### config.mk
export PLATFORM = sky130hd
export DESIGN_NAME = debounce_sync
export DESIGN_NICKNAME = d
export VERILOG_FILES = /design/src/rtl/debounce_sync.sv
export SDC_FILE = /design/constraint.sdc
export NUM_CORES = 1
export LEC_CHECK = 0
export BUFFER_PORTS_ARGS = -buffer_cell sky130_fd_sc_hd__buf_4
export CORE_MARGIN = 3
export CORE_UTILIZATION = 44
export DETAILED_ROUTE_END_ITERATION = 6
export PLACE_DENSITY = 0.66
export SYNTH_ARGS = -nofsm -noshare
export SYNTH_HDL_FRONTEND = slang
export SYNTH_SLANG_ARGS = --single-unit
### constraint.sdc
create_clock -name clk -period 3.14 [get_ports clk]
set_input_delay 0.157 -clock clk [delete_from_list [all_inputs] [get_ports clk]]
set_output_delay 0.157 -clock clk [all_outputs]
set_load 0.03 [all_outputs]
### src/rtl/debounce_sync.sv
// Two/three/four-flop synchroniser plus consecutive-sample debounce FSM with glitch counter.
// Optional edge strobes are built only when DEBOUNCE_EDGE_STROBE_EN is defined.
module debounce_sync #(
    parameter int SYNC_STAGES   = 2,
    parameter int STABLE_CYCLES = 4,
    parameter int CNT_W         = 4
) (
    input  logic       clk,
    input  logic       rst,
    input  logic       x_raw,
    input  logic       glitch_clr,
    output logic       x_clean,
    output logic       rise_pulse,
    output logic       fall_pulse,
    output logic [7:0] glitch_cnt
);

    typedef enum logic [1:0] {
        ST_LOW     = 2'd0,
        ST_TO_HIGH = 2'd1,
        ST_HIGH    = 2'd2,
        ST_TO_LOW  = 2'd3
    } state_t;

    localparam bit             SINGLE    = (STABLE_CYCLES == 1);
    localparam logic [CNT_W-1:0] CNT_ZERO = {CNT_W{1'b0}};
    localparam logic [CNT_W-1:0] CNT_ONE  = CNT_W'(1);
    localparam logic [CNT_W-1:0] STABLE_M1 = CNT_W'(STABLE_CYCLES - 1);

    logic [SYNC_STAGES-1:0] sync_q;
    logic                   s;
    state_t                 state_q, state_d;
    logic [CNT_W-1:0]       cnt_q, cnt_d;
    logic                   x_clean_q, x_clean_d;
    logic [7:0]             glitch_cnt_q, glitch_cnt_d;
    logic                   abort_s;

    // Synchroniser chain: the only consumer of x_raw.
    always_ff @(posedge clk or negedge rst) begin
        if (!rst) begin
            sync_q <= {SYNC_STAGES{1'b0}};
        end else begin
            sync_q <= {sync_q[SYNC_STAGES-2:0], x_raw};
        end
    end

    assign s = sync_q[SYNC_STAGES-1];

    // Next-state logic: count consecutive opposite samples, abort on any reversion.
    always_comb begin
        state_d = state_q;
        cnt_d   = cnt_q;
        abort_s = 1'b0;
        case (state_q)
            ST_LOW: begin
                if (s) begin
                    if (SINGLE) begin
                        state_d = ST_HIGH;
                        cnt_d   = CNT_ZERO;
                    end else begin
                        state_d = ST_TO_HIGH;
                        cnt_d   = CNT_ONE;
                    end
                end else begin
                    state_d = ST_LOW;
                    cnt_d   = CNT_ZERO;
                end
            end
            ST_TO_HIGH: begin
                if (!s) begin
                    state_d = ST_LOW;
                    cnt_d   = CNT_ZERO;
                    abort_s = 1'b1;
                end else if (cnt_q == STABLE_M1) begin
                    state_d = ST_HIGH;
                    cnt_d   = CNT_ZERO;
                end else begin
                    cnt_d   = cnt_q + CNT_ONE;
                end
            end
            ST_HIGH: begin
                if (!s) begin
                    if (SINGLE) begin
                        state_d = ST_LOW;
                        cnt_d   = CNT_ZERO;
                    end else begin
                        state_d = ST_TO_LOW;
                        cnt_d   = CNT_ONE;
                    end
                end else begin
                    state_d = ST_HIGH;
                    cnt_d   = CNT_ZERO;
                end
            end
            ST_TO_LOW: begin
                if (s) begin
                    state_d = ST_HIGH;
                    cnt_d   = CNT_ZERO;
                    abort_s = 1'b1;
                end else if (cnt_q == STABLE_M1) begin
                    state_d = ST_LOW;
                    cnt_d   = CNT_ZERO;
                end else begin
                    cnt_d   = cnt_q + CNT_ONE;
                end
            end
            default: begin
                state_d = ST_LOW;
                cnt_d   = CNT_ZERO;
            end
        endcase
    end

    // Clear wins over a same-cycle abort; the count sticks at 255.
    always_comb begin
        glitch_cnt_d = glitch_cnt_q;
        if (glitch_clr) begin
            glitch_cnt_d = 8'd0;
        end else if (abort_s && (glitch_cnt_q != 8'd255)) begin
            glitch_cnt_d = glitch_cnt_q + 8'd1;
        end else begin
            glitch_cnt_d = glitch_cnt_q;
        end
    end

    assign x_clean_d = (state_d == ST_HIGH) || (state_d == ST_TO_LOW);

    // FSM state, counter and registered outputs.
    always_ff @(posedge clk or negedge rst) begin
        if (!rst) begin
            state_q      <= ST_LOW;
            cnt_q        <= CNT_ZERO;
            x_clean_q    <= 1'b0;
            glitch_cnt_q <= 8'd0;
        end else begin
            state_q      <= state_d;
            cnt_q        <= cnt_d;
            x_clean_q    <= x_clean_d;
            glitch_cnt_q <= glitch_cnt_d;
        end
    end

    assign x_clean    = x_clean_q;
    assign glitch_cnt = glitch_cnt_q;

`ifdef DEBOUNCE_EDGE_STROBE_EN
    logic rise_q, fall_q;

    // Strobes line up with the cycle x_clean first shows its new level.
    always_ff @(posedge clk or negedge rst) begin
        if (!rst) begin
            rise_q <= 1'b0;
            fall_q <= 1'b0;
        end else begin
            rise_q <= x_clean_d & ~x_clean_q;
            fall_q <= ~x_clean_d & x_clean_q;
        end
    end

    assign rise_pulse = rise_q;
    assign fall_pulse = fall_q;
`else
    assign rise_pulse = 1'b0;
    assign fall_pulse = 1'b0;
`endif

endmodule

==> summary.txt <==
Status: finished, final reports clean
Initial Util: 0.498
Worst EP required: 3350 ps
Switch Pwr: 0.218 mW
M1 wire length: 699 um
Max layer used: met4
Worst-Skew Late Latency: 280 ps
Die W: 48.5 um
Setup_tns: 0 ps
Worst Path Arrival: 1710 ps
Routed vias: 578
Setup violations, final: 0
Slowest CP cell: dfrtp_1
YS warnings: 0
Clock Skews: 3.99 ps
Fin crit share: 0.475
CTS tree: yes
WL per Instance: 12.8 um
Total I/O pin count: 15
RSZ-0062 raised after global routing: no
R2r startpoint: glitch_cnt[0]$_DFFE_PN0P_
Largest area contributor in the synthesized netlist: dfrtp_1
Worst Hold Slack: 86.7 ps
Initial antenna violation count: 0
Synth Instances: 75
CTS H-Tree Depth: 1
Synth-to-layout area growth: 18.0%
Commonest cells post-synth: dfrtp_1 (16), nor2_1 (10), nand3_1 (5)
Internal power: 0.372 mW
DIE HEIGHT: 48.5 um
Critical path origin: glitch_cnt[0]$_DFFE_PN0P_
Fmax: 0.670 GHz
Cell variety after synth: 29
Largest delay contributor family on the critical path: simple AND/OR/NAND/NOR gates
# rows: 14
Port Buf Inserts: 12
Routed length on met3: 77 um
Power share of the clock group: 0.181
DRT iter0 DRCs: 7
Post-route cell area: 936 um2
Placeable Area: 1590 um2
Hold Vio Cnt, Final: 0
Share of post-route cells with drive strength above 1: 0.213
Hold Crit Class: in2reg
Clock Sinks: 16
Antenna-violating nets left: 0
Yosys reg bits: 16
Max_cap viols: 0
Clk buf depth: 2
Worst setup EP type: flop
Synth top area cells: dfrtp_1 (50%), nor2_1 (4.7%), xnor2_4 (3.5%)
CP Launch Type: flop
# Post-CTS Setup Buffers: 0
Share of the synthesized area in the top cell type: 0.505
Primary FF master, synth: dfrtp_1
Clock-pin slew on the worst setup and hold paths: 90 ps
Crit-path max FO: 5
Critical Setup Path Class: reg2reg
# DRC: 0
VDD IR max: 0.390 mV
Post-Layout Cell Count: 113
Count leader, synth: dfrtp_1
Diode count: 0
Post-Place Cells: 108
Largest net degree at the start of global routing: 17
Syn_area_per_cell: 10.6 um2
Sequential Power Share: 0.491
Resized cells post-CTS: 0
Vias in the first global route: 578
CTS root buf: clkbuf_4
Share of flip-flops with an asynchronous set or reset: 1.00
Total global routing overflow: 0
Final Max Slew Viols: 0
Sequential area share after synthesis: 0.505
Pre-antenna DRT Iters: 4
Tot GR Track Use: 0.142
Routability cong.: 0.772
Critical path buffer and inverter count: 0
Final HPWL DP: 1.07 mm
Power density over the cells: 630 nW/um2
DR vias/cell: 5.12
First-pass GRT wire length: 2.59 mm
Dpl cell area: 893 um2
TritonCTS Buffers: 3
CP Cell Sequence: ha_1 -> nand4_1 -> o211ai_4 -> or3_1 -> a21oi_1
Hold Crit Start: glitch_clr
Detailed-routed wire length on met2: 639 um
Sw Ratio: 0.370
Comb pwr share: 0.328
Crit path time final: 1490 ps
Critical Path Max Stage Delay: 420 ps
Nets: 97
Routed WL: 1.45 mm
Synth Cell Area: 793 um2
Die area: 2350 um2
Static leakage: 0.436 nW
Post-synth EDFFs: 0
Total power: 0.590 mW
-- layout make-up --
| type | instances | area [um2] |
|---|---|---|
| multi-input combinational | 55 | 369 |
| inverter | 1 | 3.75 |
| tap | 24 | 30.0 |
| fill | 148 | 658 |
| sequential | 16 | 400 |
| timing repair buffer | 14 | 110 |
| clock buffer | 3 | 22.5 |
-- sequential cells by signal (all words and copies together) (netlist names) --
| register | flops |
|---|---|
| sync_q | 2 |
| glitch_cnt | 8 |
| state_q | 2 |
| cnt_q | 4 |
-- layer usage --
metal  global-route usage  up-vias
li1                     -      296
met1                0.178      260
met2                0.232       18
met3               0.0307        4
met4               0.0711        0
met5                    0        -
-- worst reg2reg max path, cell delays in order, from the launching register on --
cell and delay [ps]:
dfrtp_1 420, ha_1 250, nand4_1 160, o211ai_4 120
or3_1 330, a21oi_1 140
-- path summary, 6_finish.rpt --
| kind | slack, ps | depth (start not counted) | endpoint |
|---|---|---|---|
| worst min register to register | 360 | 0 | sync_q[1]$_DFF_PN0_ |
| worst max register to register | 1650 | 5 | glitch_cnt[3]$_DFFE_PN0P_ |
| worst min-delay path | 90 | 2 | glitch_cnt[4]$_DFFE_PN0P_ |
| max in group asynchronous | 2690 | 2 | cnt_q[1]$_DFF_PN0_ |
| min in group asynchronous | 260 | 2 | cnt_q[0]$_DFF_PN0_ |
| worst max-delay path | 1650 | 5 | glitch_cnt[3]$_DFFE_PN0P_ |
-- timing repair --
item,CTS,global route
endpoints found under the setup margin,0,0
hold buffers,2,0
endpoints found under the hold margin,17,0
-- cell families after synthesis --
group | Yosys count | share of synthesized area
muxes | 3 | 0.0394
DFF | 16 | 0.505
xor gates and xnor gates | 4 | 0.0678
other | 1 | 0.00473
AOI/OAI and AO/OA | 12 | 0.107
buffers and inverters | 5 | 0.0347
adders and majority gates | 2 | 0.0315
and+or+nand+nor | 32 | 0.210
-- per-stage QoR --
| step | setup slack, ps | utilization |
|---|---|---|
| after floorplan | 1570 | - |
| after global placement | 1680 | 0.560 |
| after detailed placement | 1660 | 0.560 |
| after CTS | 1640 | 0.587 |
| after global routing | 1520 | 0.587 |
| final | 1650 | 0.587 |
-- cell usage in the layout, fill, tap and decap left out --
cell and n:
a31oi_1 2, a21o_1 1, conb_1 2, nand2_1 3, dfrtp_1 16, nor3_1 2, mux2_2 1, inv_1 1
nor2_1 10, a21oi_1 4, xor2_1 3, and4bb_2 1, o21ai_0 3, or3_1 2, and3_1 2, ha_1 2
nor4_1 1, nand4_1 2, o2111ai_1 1, dlygate4sd3_1 2, nand3_1 5, or2_1 1, o211ai_4 1, mux2i_1 2
xnor2_4 1, buf_4 12, nand3b_1 1, nand2b_1 2, clkbuf_4 3
-- power by group through the flow --
stage	sequential (mW)	clock, mW	combinational (mW)
after CTS	0.291	0.109	0.197
after global placement	0.291	0	0.192
final	0.290	0.107	0.193
after floorplan	0.302	0	0.136
after detailed placement	0.295	0	0.194
after global routing	0.299	0.118	0.218
Note: power is estimated with default switching activity, not from simulation.
